File: config.mk
export PLATFORM = sky130hd
export DESIGN_NAME = uart_rx_fifo
export DESIGN_NICKNAME = d
export VERILOG_FILES = /design/src/rtl/uart_rx_fifo_pkg.sv /design/src/rtl/uart_rx_fifo_sync_fifo.sv /design/src/rtl/uart_rx_fifo.sv
export SDC_FILE = /design/constraint.sdc
export NUM_CORES = 1
export LEC_CHECK = 0
export ABC_AREA = 1
export CAP_MARGIN = 30
export CORE_MARGIN = 2
export CORE_UTILIZATION = 60
export CTS_BUF_LIST = sky130_fd_sc_hd__clkbuf_4 sky130_fd_sc_hd__clkbuf_8
export DETAILED_ROUTE_END_ITERATION = 12
export PLACE_DENSITY = 0.82
export SLEW_MARGIN = 10
export SYNTH_ARGS = -nofsm -noshare
export SYNTH_HDL_FRONTEND = slang
export SYNTH_SLANG_ARGS = --single-unit
File: constraint.sdc
create_clock -name clk -period 2.9 [get_ports clk]
set_input_delay 0.58 -clock clk [delete_from_list [all_inputs] [get_ports clk]]
set_output_delay 0.58 -clock clk [all_outputs]
set_load 0.02 [all_outputs]
File: src/rtl/uart_rx_fifo_pkg.sv
// Shared definitions for the uart_rx receive buffer: capture FSM encoding and
// default widths/depths.
package uart_rx_fifo_pkg;

   typedef enum logic [1:0] {
      IDLE     = 2'd0,
      CAPTURE  = 2'd1,
      ACK      = 2'd2,
      WAIT_LOW = 2'd3
   } cap_state_t;

   localparam int UART_WIDTH         = 8;
   localparam int FIFO_DEPTH_DEFAULT = 8;

endpackage

File: src/rtl/uart_rx_fifo_sync_fifo.sv
// Circular byte FIFO with occupancy counter and a registered, strobed read port.
// Writes while full and reads while empty are ignored.
module uart_rx_fifo_sync_fifo
   import uart_rx_fifo_pkg::*;
#(
   parameter int  DEPTH = FIFO_DEPTH_DEFAULT,
   parameter int  WIDTH = UART_WIDTH,
   localparam int PW    = $clog2(DEPTH),
   localparam int CW    = $clog2(DEPTH + 1)
) (
   input  logic             clk,
   input  logic             clear,
   input  logic             wr_en,
   input  logic [WIDTH-1:0] wr_data,
   input  logic             rd_en,
   output logic [WIDTH-1:0] rd_data,
   output logic             rd_valid,
   output logic             empty,
   output logic             full,
   output logic [CW-1:0]    count
);

   logic [WIDTH-1:0] mem [DEPTH];
   logic [PW-1:0]    wr_ptr_reg;
   logic [PW-1:0]    rd_ptr_reg;
   logic [CW-1:0]    count_reg;
   logic [WIDTH-1:0] rd_data_reg;
   logic             rd_valid_reg;
   logic             do_wr;
   logic             do_rd;

   // full/empty come from the current count, so a write in the same cycle as a
   // pop is still refused when full and a pop is refused when empty.
   assign empty = (count_reg == '0);
   assign full  = (count_reg == CW'(DEPTH));
   assign do_wr = wr_en && !full;
   assign do_rd = rd_en && !empty;

   // Storage has no reset so it maps onto block RAM.
   always_ff @(posedge clk) begin
      if (do_wr) begin
         mem[wr_ptr_reg] <= wr_data;
      end
   end

   always_ff @(posedge clk or posedge clear) begin
      if (clear) begin
         wr_ptr_reg   <= '0;
         rd_ptr_reg   <= '0;
         count_reg    <= '0;
         rd_data_reg  <= '0;
         rd_valid_reg <= 1'b0;
      end else begin
         rd_valid_reg <= do_rd;
         if (do_wr) begin
            wr_ptr_reg <= wr_ptr_reg + PW'(1);
         end
         if (do_rd) begin
            rd_ptr_reg  <= rd_ptr_reg + PW'(1);
            rd_data_reg <= mem[rd_ptr_reg];
         end
         if (do_wr && !do_rd) begin
            count_reg <= count_reg + CW'(1);
         end else if (do_rd && !do_wr) begin
            count_reg <= count_reg - CW'(1);
         end
      end
   end

   assign rd_data  = rd_data_reg;
   assign rd_valid = rd_valid_reg;
   assign count    = count_reg;

endmodule

File: src/rtl/uart_rx_fifo.sv
// Receive buffer behind uart_rx: captures each flagged byte once, acknowledges
// it with an rx_clear pulse, and queues it for the host. Sticky overflow on drop.
module uart_rx_fifo
   import uart_rx_fifo_pkg::*;
#(
   parameter int  DEPTH   = FIFO_DEPTH_DEFAULT,
   parameter int  WIDTH   = UART_WIDTH,
   parameter int  ACK_LEN = 2,
   localparam int CW      = $clog2(DEPTH + 1),
   localparam int AW      = (ACK_LEN > 1) ? $clog2(ACK_LEN) : 1
) (
   input  logic             clk,
   input  logic             clear,
   input  logic [WIDTH-1:0] rx_data,
   input  logic             rx_flag,
   output logic             rx_clear,
   input  logic             rd_en,
   output logic [WIDTH-1:0] rd_data,
   output logic             rd_valid,
   output logic             empty,
   output logic             full,
   output logic [CW-1:0]    count,
   output logic             overflow,
   input  logic             ovf_clr
);

   cap_state_t    state_reg;
   cap_state_t    state_next;
   logic [AW-1:0] ack_cnt_reg;
   logic [AW-1:0] ack_cnt_next;
   logic          capture;
   logic          drop;
   logic          overflow_reg;

   always_ff @(posedge clk or posedge clear) begin
      if (clear) begin
         state_reg   <= IDLE;
         ack_cnt_reg <= '0;
      end else begin
         state_reg   <= state_next;
         ack_cnt_reg <= ack_cnt_next;
      end
   end

   // rx_clear is decoded from state only, so rx_flag never reaches it combinationally.
   always_comb begin
      state_next   = state_reg;
      ack_cnt_next = ack_cnt_reg;
      rx_clear     = 1'b0;
      capture      = 1'b0;
      case (state_reg)
         IDLE: begin
            if (rx_flag) begin
               state_next = CAPTURE;
            end
         end
         CAPTURE: begin
            capture      = 1'b1;
            ack_cnt_next = '0;
            state_next   = ACK;
         end
         ACK: begin
            rx_clear = 1'b1;
            if (ack_cnt_reg == AW'(ACK_LEN - 1)) begin
               state_next = WAIT_LOW;
            end else begin
               ack_cnt_next = ack_cnt_reg + AW'(1);
            end
         end
         WAIT_LOW: begin
            // A flag still high here is the byte already taken, not a new one.
            if (!rx_flag) begin
               state_next = IDLE;
            end
         end
         default: begin
            state_next = IDLE;
         end
      endcase
   end

   assign drop = capture && full;

   always_ff @(posedge clk or posedge clear) begin
      if (clear) begin
         overflow_reg <= 1'b0;
      end else if (drop) begin
         overflow_reg <= 1'b1;
      end else if (ovf_clr) begin
         overflow_reg <= 1'b0;
      end
   end

   assign overflow = overflow_reg;

   uart_rx_fifo_sync_fifo #(
      .DEPTH (DEPTH),
      .WIDTH (WIDTH)
   ) u_fifo (
      .clk      (clk),
      .clear    (clear),
      .wr_en    (capture),
      .wr_data  (rx_data),
      .rd_en    (rd_en),
      .rd_data  (rd_data),
      .rd_valid (rd_valid),
      .empty    (empty),
      .full     (full),
      .count    (count)
   );

endmodule

**Word level (Yosys, flattened, before mapping)**

Memories as Yosys holds them, arrays and structs flattened. A register that Yosys moved wholly into a read port is not among the register bits.
Index checks and enable logic that the tools add are counted.

- Memory bits (writable): 64
- Register bits: 15
- Output and inout port bits: 17
- Memories kept: 1
- Input port bits: 13
- Word-level logic and storage cells: 49

- Multiplexer cells: 14
- Reduce and logical (&&, ||, !) cells: 15
- Eq/ne operators: 7
- Add/sub/neg operators: 5

Memory list:

| name | words | width | rd ports | clocked after Yosys merged registers in | wr ports | line | source |
|---|---|---|---|---|---|---|---|
| u_fifo.mem | 8 | 8 | 1 | 1 | 1 | uart_rx_fifo_sync_fifo.sv:23 | `logic [WIDTH-1:0] mem [DEPTH];` |

Operators with widths:

| operator | count |
|---|---|
| 2-to-1 mux 4 bit | 2 |
| case mux 2 bit (4 select lines) | 1 |
| 2-to-1 mux 1 bit | 7 |
| adder 3 x 1 -> 3 bit, second input constant | 2 |
| 2-to-1 mux 2 bit | 3 |
| inequality test 2 bit, second input constant | 3 |
| nonzero test 2 bit | 3 |
| logical AND 1 bit | 5 |
| adder 4 x 1 -> 4 bit, second input constant | 1 |
| equality test 2 bit, second input constant | 2 |
| equality test 4 bit, second input constant | 1 |
| zero test 1 bit | 4 |
| zero test 4 bit | 1 |
| subtractor 4 x 1 -> 4 bit, second input constant | 1 |
| AND reduction 3 bit | 1 |
| equality test 2 x 1 -> 1 bit, second input constant | 1 |
| zero test 2 bit | 1 |
| case mux 1 bit (2 select lines) | 1 |
| adder 1 bit, second input constant | 1 |

**Logic depth before layout (Yosys ltp)**

Gate-level depths: netlist (run 1).

- Word-level depth: 7
- Gate-level depth with buffers: 14
- Depth with buffers taken out: 14

**Hierarchy**

A second synthesis (run 1) with hierarchy kept.

- Cells, all modules: 393
- Area total of the unflattened synthesis: 3957.5 um2

By module, submodules not included:

| module | sequential area each (um2) | instances | cells an instance | area an instance (um2) |
|---|---|---|---|---|
| uart_rx_fifo_sync_fifo | 2397.3 | 1 | 362 | 3702.3 |
| uart_rx_fifo | 100.1 | 1 | 31 | 255.2 |

**Worst setup path before layout (run 1)**

Ideal clock, no wire load.

- Path type: register -> register
- Start: reg u_fifo.count_reg[0] (netlist: u_fifo.count[0])
- End: reg u_fifo.count_reg[3] (netlist: u_fifo.count[3])
- Data required time: 2783 ps
- Library setup time: 117 ps
- Cell stages (with the launch flop): 13
- Arrival time: 2033 ps
- Clock period less this slack: 2150 ps
- Setup slack: 750 ps
- Path buffers: 1
- Path through: dfrtp_1 nor2_2 nand3_2 nand2_2 clkbuf_8 ha_1 inv_1 ha_1 or2_2 nand3_1 nand2_1 nand2_1 nand2_1

- Longest elaborated chain between the ends: 6
- Elaborated cells between the ends (all ways): 15
- Those cells by class: 2 x add/sub; 1 x eq/ne; 2 x mux; 10 x reduce/logical

Ends and longest elaborated chain:

| item | line | source |
|---|---|---|
| from (decl) | uart_rx_fifo_sync_fifo.sv:26 | `logic [CW-1:0] count_reg;` |
| from (signal assigned) | uart_rx_fifo_sync_fifo.sv:63 | `count_reg <= count_reg + CW'(1);` |
| from (signal assigned) | uart_rx_fifo_sync_fifo.sv:65 | `count_reg <= count_reg - CW'(1);` |
| branches (longest 6 deep; another with subtractor 4 x 1 -> 4 bit) | -- |  |

Parallel ways; which one is timed is not known. The select of a mux whose other input is x is not followed.
A chain may end at the register's enable or synchronous reset.

**Final worst setup path (run 1)**

- Start: reg u_fifo.count_reg[0] (netlist: u_fifo.count[0])
- End: out full

- Longest elaborated chain between the ends: 1

Ends and longest elaborated chain:

| item | line | source |
|---|---|---|
| equality test 4 bit | uart_rx_fifo_sync_fifo.sv:35 | `assign full = (count_reg == CW'(DEPTH));` |
| to (decl) | uart_rx_fifo.sv:21 | `output logic full,` |

No other way between the ends.

==> results.cfg, run 1 <==
[cells_and_area]
antennaDiodeCount = 0
area_growth_pct = 15.2
final_common_cell = nand2_1
layout.nets = 449
largest_reg_flops = 64
layout-drive-gt1-share = 0.0951
layout_common_cells = nand2_1 (128), edfxtp_1 (64), inv_1 (62), nand3_1 (51), clkdlybuf4s50_1 (29)

[sta]
whs_ns = 0.406
period_minus_slack_ns = 2.37
tightest_slew_ns = 0.761
rsz0062_at_grt = no
tns_ns = 0
finalCritPeriodShare = 0.819
max_slew_margin = 0.492
fmax_mhz = 421
drv_slew = 0
hold_violations = 0
setup_viol = 0
fin_worst_skew_ns = 0.00760

[worst_setup_path]
worst-path-buf-inv = 2
cp_cell_sequence = nor2_2 -> nand3_2 -> inv_1 -> clkdlybuf4s50_1
critPathRequiredTime_ns = 2.32
crit_arrival_ns = 1.79
crit_slowest_cell = clkdlybuf4s50_1
regToRegEndpoint = u_fifo.count[3]$_DFFE_PP0P_
worstReg2RegStart = u_fifo.count[0]$_DFFE_PP0P_
crit_fanout = 5
critical_path.startpoint_type = flip-flop
crit_family = buffers and inverters
r2r_cells = 13
critPathMaxStageDelay_ns = 0.60
crit_path_end_kind = output pin
cp.depth = 4
crit_type = flip-flop to output pin
regToRegSetupSlack_ns = 0.71

[synth]
syn_area_per_cell_um2 = 10.1
synth_seq_area_share = 0.636
yosysTopAreaCell = edfxtp_1
syn_nets = 410
synthDistinctLibCells = 24
synth-warning-count = 0
synth-seq-cells = 87
syn_inst = 387
synthTopCellsByArea = edfxtp_1 (49%), dfrtp_1 (15%), nand2_1 (12%), nand3_1 (6.5%), inv_1 (5.9%)
synth.top_cell.area_share = 0.489
synth_area_mm2 = 0.00393

[global_route]
grt_util_all_layers = 0.239
grt_start_max_net_pins = 34
grt-ovfl-total = 0
first_global_vias = 2688
antenna_found_initial = 0
grt_pass1_wl_um = 12900

[power]
p_int_mw = 2.82
swShare = 0.380
p_per_area_mw_per_mm2 = 1000
power_frac_seq = 0.400
clkPwrFrac = 0.205
ir_drop_v = 0.000756
pwr-share-comb = 0.395
p_switching_mw = 1.73
cellLeakagePower_nw = 2.06

[route]
drt_wl_total_um = 7980
drt-initial-drc-count = 314
vias = 2687
firstDrtPassIters = 4
drc_errors = 0
ant_nets = 0
via_per_inst = 5.29
wire_per_inst_um = 15.7

[placed_design]
dpl.hpwl_um = 5100
port_buffers = 29
gp_congestion = 0.835

[clocking]
clock_latency_ns = 0.35
cts.root.buffer_cell = clkbuf_8
ctsLongestPathBuffers = 2
cts_made_buffers = 9
postCtsSetupBuffers = 0
clock-sinks = 87
hold_buffers = 0
cts_tree = yes
cts_resized = 0
htree_levels = 3
clkSlewWorstSetupHoldPaths_ns = 0.08

[die]
start_util = 0.618
rows = 29
die_w_um = 84.9
dieArea_mm2 = 0.00721
num_io_pins = 30
die_h_um = 84.9
core_area_mm2 = 0.00635

[flow_run]
maxCapViolCount = 0

[min_path]
hold_path_class = primary input to async pin

[run_status]
status = finished, final reports clean
[synthesized netlist by cell type, drive strengths merged]
cell    count
inv        66
o21ai       8
xor2        1
edfxtp     64
a21oi       2
ha          9
clkbuf      1
nand2     130
dfrtp      23
fa          1
xnor2       2
buf        12
nor2       11
clkinv      1
or2         2
nand3      54
[worst max-delay path by stage]
stage / from / end / slack, ns
floorplan: u_fifo.count[0]$_DFFE_PP0P_ / u_fifo.count[3]$_DFFE_PP0P_ / 0.75
global placement: rd_en / u_fifo.count[3]$_DFFE_PP0P_ / 0.56
detailed placement: rd_en / u_fifo.count[3]$_DFFE_PP0P_ / 0.51
CTS: u_fifo.count[0]$_DFFE_PP0P_ / full / 0.50
global route: u_fifo.count[0]$_DFFE_PP0P_ / full / 0.44
finish: u_fifo.count[0]$_DFFE_PP0P_ / full / 0.53
[kinds of logic after synthesis]
group,after synthesis,share of synthesized area
DFF,87,0.636
and+or+nand+nor,197,0.213
AOI/OAI and AO/OA,10,0.0127
buffers and inverters,80,0.0956
xor gates and xnor gates,3,0.00861
adders and majority gates,10,0.0338
[power groups by stage]
| stage | logic, mW | registers, mW | clock network [mW] |
|---|---|---|---|
| after global placement | 1.72 | 1.83 | 0 |
| after detailed placement | 1.79 | 1.84 | 0 |
| after CTS | 1.80 | 1.82 | 0.940 |
| after global routing | 2.02 | 1.85 | 0.988 |
| final | 1.80 | 1.82 | 0.929 |
| after floorplan | 1.24 | 1.86 | 0 |
[per-layer routing]
layer / up-vias / global-route usage / wire (um)
met5: - / 0 / 0
met4: 0 / 0.128 / 281
met3: 24 / 0.0379 / 518
met2: 94 / 0.401 / 3970
met1: 1266 / 0.301 / 3220
li1: 1303 / - / -
[metrics by stage]
| step | power, mW | area (um^2) | utilization | instances | setup slack, ns |
|---|---|---|---|---|---|
| detailed placement | 3.63 | 4270 | 0.673 | 491 | 0.506 |
| floorplan | 3.10 | 3930 | - | 387 | 0.750 |
| finish | 4.54 | 4520 | 0.713 | 508 | 0.525 |
| CTS | 4.56 | 4500 | 0.708 | 507 | 0.500 |
| global placement | 3.54 | 4270 | 0.673 | 491 | 0.557 |
| global route | 4.86 | 4520 | 0.713 | 508 | 0.444 |
[area by class of cell]
cell class              count  area, um^2
flip-flops and latches     87        2500
fillers                   427        1830
clock inverters             4        70.1
well taps                  77        96.3
repair buffers             41         400
inverters                  67         254
multi-input cells         220        1050
clock buffers              12         153
[worst reg2reg max path, delay by kind of cell, from the launching register on]
family                     cells  cell delay [ns]
and+or+nand+nor                9             1.00
DFF                            1             0.45
buffers and inverters          2             0.21
adders and majority gates      2             0.47
Power figures use the tool's default switching activity.
==> inputs of run 2 (changes only) <==
--- a/config.mk
+++ b/config.mk
@@ -8,10 +8,10 @@
 export ABC_AREA = 1
 export CAP_MARGIN = 30
 export CORE_MARGIN = 2
-export CORE_UTILIZATION = 60
+export CORE_UTILIZATION = 54
 export CTS_BUF_LIST = sky130_fd_sc_hd__clkbuf_4 sky130_fd_sc_hd__clkbuf_8
 export DETAILED_ROUTE_END_ITERATION = 12
-export PLACE_DENSITY = 0.82
+export PLACE_DENSITY = 0.78
 export SLEW_MARGIN = 10
 export SYNTH_ARGS = -nofsm -noshare
 export SYNTH_HDL_FRONTEND = slang
==> constraint.sdc (replaced) <==
create_clock -name clk -period 1.95 [get_ports clk]
set_input_delay 0.39 -clock clk [delete_from_list [all_inputs] [get_ports clk]]
set_output_delay 0.39 -clock clk [all_outputs]
set_load 0.02 [all_outputs]
==> results.cfg, run 2 (synthesis gave the netlist of run 1 again) <==
[worst_setup_path]
critical_path.startpoint_type = flip-flop
regToRegSetupSlack_ns = 0.10
crit_arrival_ns = 1.50
critPathRequiredTime_ns = 1.56
crit_type = flip-flop to output pin
crit_fanout = 4
crit_path_end_kind = output pin

[cells_and_area]
stdcell_area_mm2 = 0.00472
final_common_cell = nand2_1
area_growth_pct = 20.3
layout.nets = 465
layout-drive-gt1-share = 0.152
layout_common_cells = nand2_1 (126), edfxtp_1 (64), inv_1 (60), nand3_1 (49), buf_4 (27)
antennaDiodeCount = 0
final_cells = 546
largest_reg_flops = 64

[power]
clkPwrFrac = 0.190
ir_drop_v = 0.000775
p_switching_mw = 2.69
power_mw = 7.07
p_int_mw = 4.38
pwr-share-comb = 0.442
swShare = 0.380
p_per_area_mw_per_mm2 = 1500
cellLeakagePower_nw = 2.14
power_frac_seq = 0.368

[sta]
hold_violations = 0
whs_ns = 0.379
drv_slew = 0
period_minus_slack_ns = 1.89
tns_ns = 0
fin_worst_skew_ns = 0.0134
tightest_slew_ns = 0.402
setup_viol = 0
finalCritPeriodShare = 0.969
rsz0062_at_grt = yes
max_slew_margin = 0.730
fmax_mhz = 529

[global_route]
grt_pass1_wl_um = 12700
antenna_found_initial = 0
grt_use_met3 = 0.0508
grt_util_all_layers = 0.222
grt-ovfl-total = 0
first_global_vias = 2684
met1_usage = 0.278
grt_start_max_net_pins = 34
grt_util_met2 = 0.363
top_usage_layer = met2

[die]
rows = 31
num_io_pins = 30
die_w_um = 89.3
core_area_mm2 = 0.00714
die_h_um = 89.3
dieArea_mm2 = 0.00797
start_util = 0.550

[clocking]
cts_tree = yes
clock_latency_ns = 0.36
ctsLongestPathBuffers = 2
clkSlewWorstSetupHoldPaths_ns = 0.09
clock-sinks = 87
cts.root.buffer_cell = clkbuf_8
htree_levels = 3
cts_made_buffers = 9

[run_status]
status = finished, final reports clean

[placed_design]
port_buffers = 29
dpl.hpwl_um = 5120
gp_congestion = 0.849
placed_area_mm2 = 0.00444
dp_cells = 527

[route]
drt-initial-drc-count = 260
via_per_inst = 5.05
drt_wl_total_um = 8040
firstDrtPassIters = 5
drc_errors = 0
wire_per_inst_um = 14.7
ant_nets = 0
vias = 2759

[min_path]
hold_path_class = primary input to async pin

[flow_run]
maxCapViolCount = 0
-- run 2: changes by cell type in the layout (fill, tap and decap cells not counted), moves of 2 or more --
cell / change
dlygate4sd2_1: +3
dfrtp_1: -4
nand3_1: -2
inv_1: -2
buf_4: +16
clkinv_1: +2
ha_1: -3
clkdlybuf4s50_1: -3
ha_4: +3
dfrtp_2: +4
nand2_1: -2
inv_4: +2
-- run 2: layer usage --
metal	part of all wire	vias to the layer above
met4	0.033	0
li1	-	1343
met3	0.045	22
met1	0.42	1305
met5	0	-
met2	0.51	89
-- run 2: layout make-up --
| type | instances | area, um^2 |
|---|---|---|
| flip-flops and latches | 87 | 2500 |
| clock buffers | 11 | 139 |
| well taps | 99 | 124 |
| multi-input cells | 220 | 1130 |
| inverters | 67 | 259 |
| clock inverters | 5 | 72.6 |
| repair buffers | 57 | 500 |
| fillers | 550 | 2410 |
-- run 2: power by group through the flow --
stage          clock [mW]  sequential, mW  combinational, mW
2_1_floorplan           0            2.79               1.90
3_3_place_gp            0            2.62               2.87
3_5_place_dp            0            2.63               2.98
4_1_cts              1.36            2.59               2.98
5_1_grt              1.42            2.64               3.48
6_report             1.35            2.60               3.12
-- run 2: path summary, 6_finish.rpt --
| check | end | depth (start not counted) | from |
|---|---|---|---|
| worst max-delay path | count[0] | 2 | u_fifo.count[0]$_DFFE_PP0P_ |
| worst min-delay path | u_fifo.count[3]$_DFFE_PP0P_ | 3 | clear |
| worst max register to register | u_fifo.count[3]$_DFFE_PP0P_ | 15 | u_fifo.count[0]$_DFFE_PP0P_ |
| worst min register to register | u_fifo.rd_data[7]$_DFFE_PP0P_ | 2 | u_fifo.rd_data[7]$_DFFE_PP0P_ |
| max in group asynchronous | u_fifo.count[2]$_DFFE_PP0P_ | 3 | clear |
| min in group clk | u_fifo.rd_data[7]$_DFFE_PP0P_ | 2 | u_fifo.rd_data[7]$_DFFE_PP0P_ |
-- run 2: repair_timing --
action	in CTS	in global routing
hold buffers	0	0
gates cloned	0	0
pin swaps	0	9
resized for setup	5	11
buffers inserted	0	3
setup endpoints to repair	4	2
-- run 2: critical path: stages (launching register included) --
cell             delay [ns]
dfrtp_2                0.40
buf_4                  0.15
clkdlybuf4s50_1        0.60
-- run 2: through the flow --
| step | setup WS (ns) | util |
|---|---|---|
| global placement | -0.0377 | 0.622 |
| finish | 0.0606 | 0.662 |
| CTS | 0.0153 | 0.652 |
| detailed placement | -0.0727 | 0.622 |
| floorplan | 0.00749 | - |
| global route | -0.00515 | 0.662 |
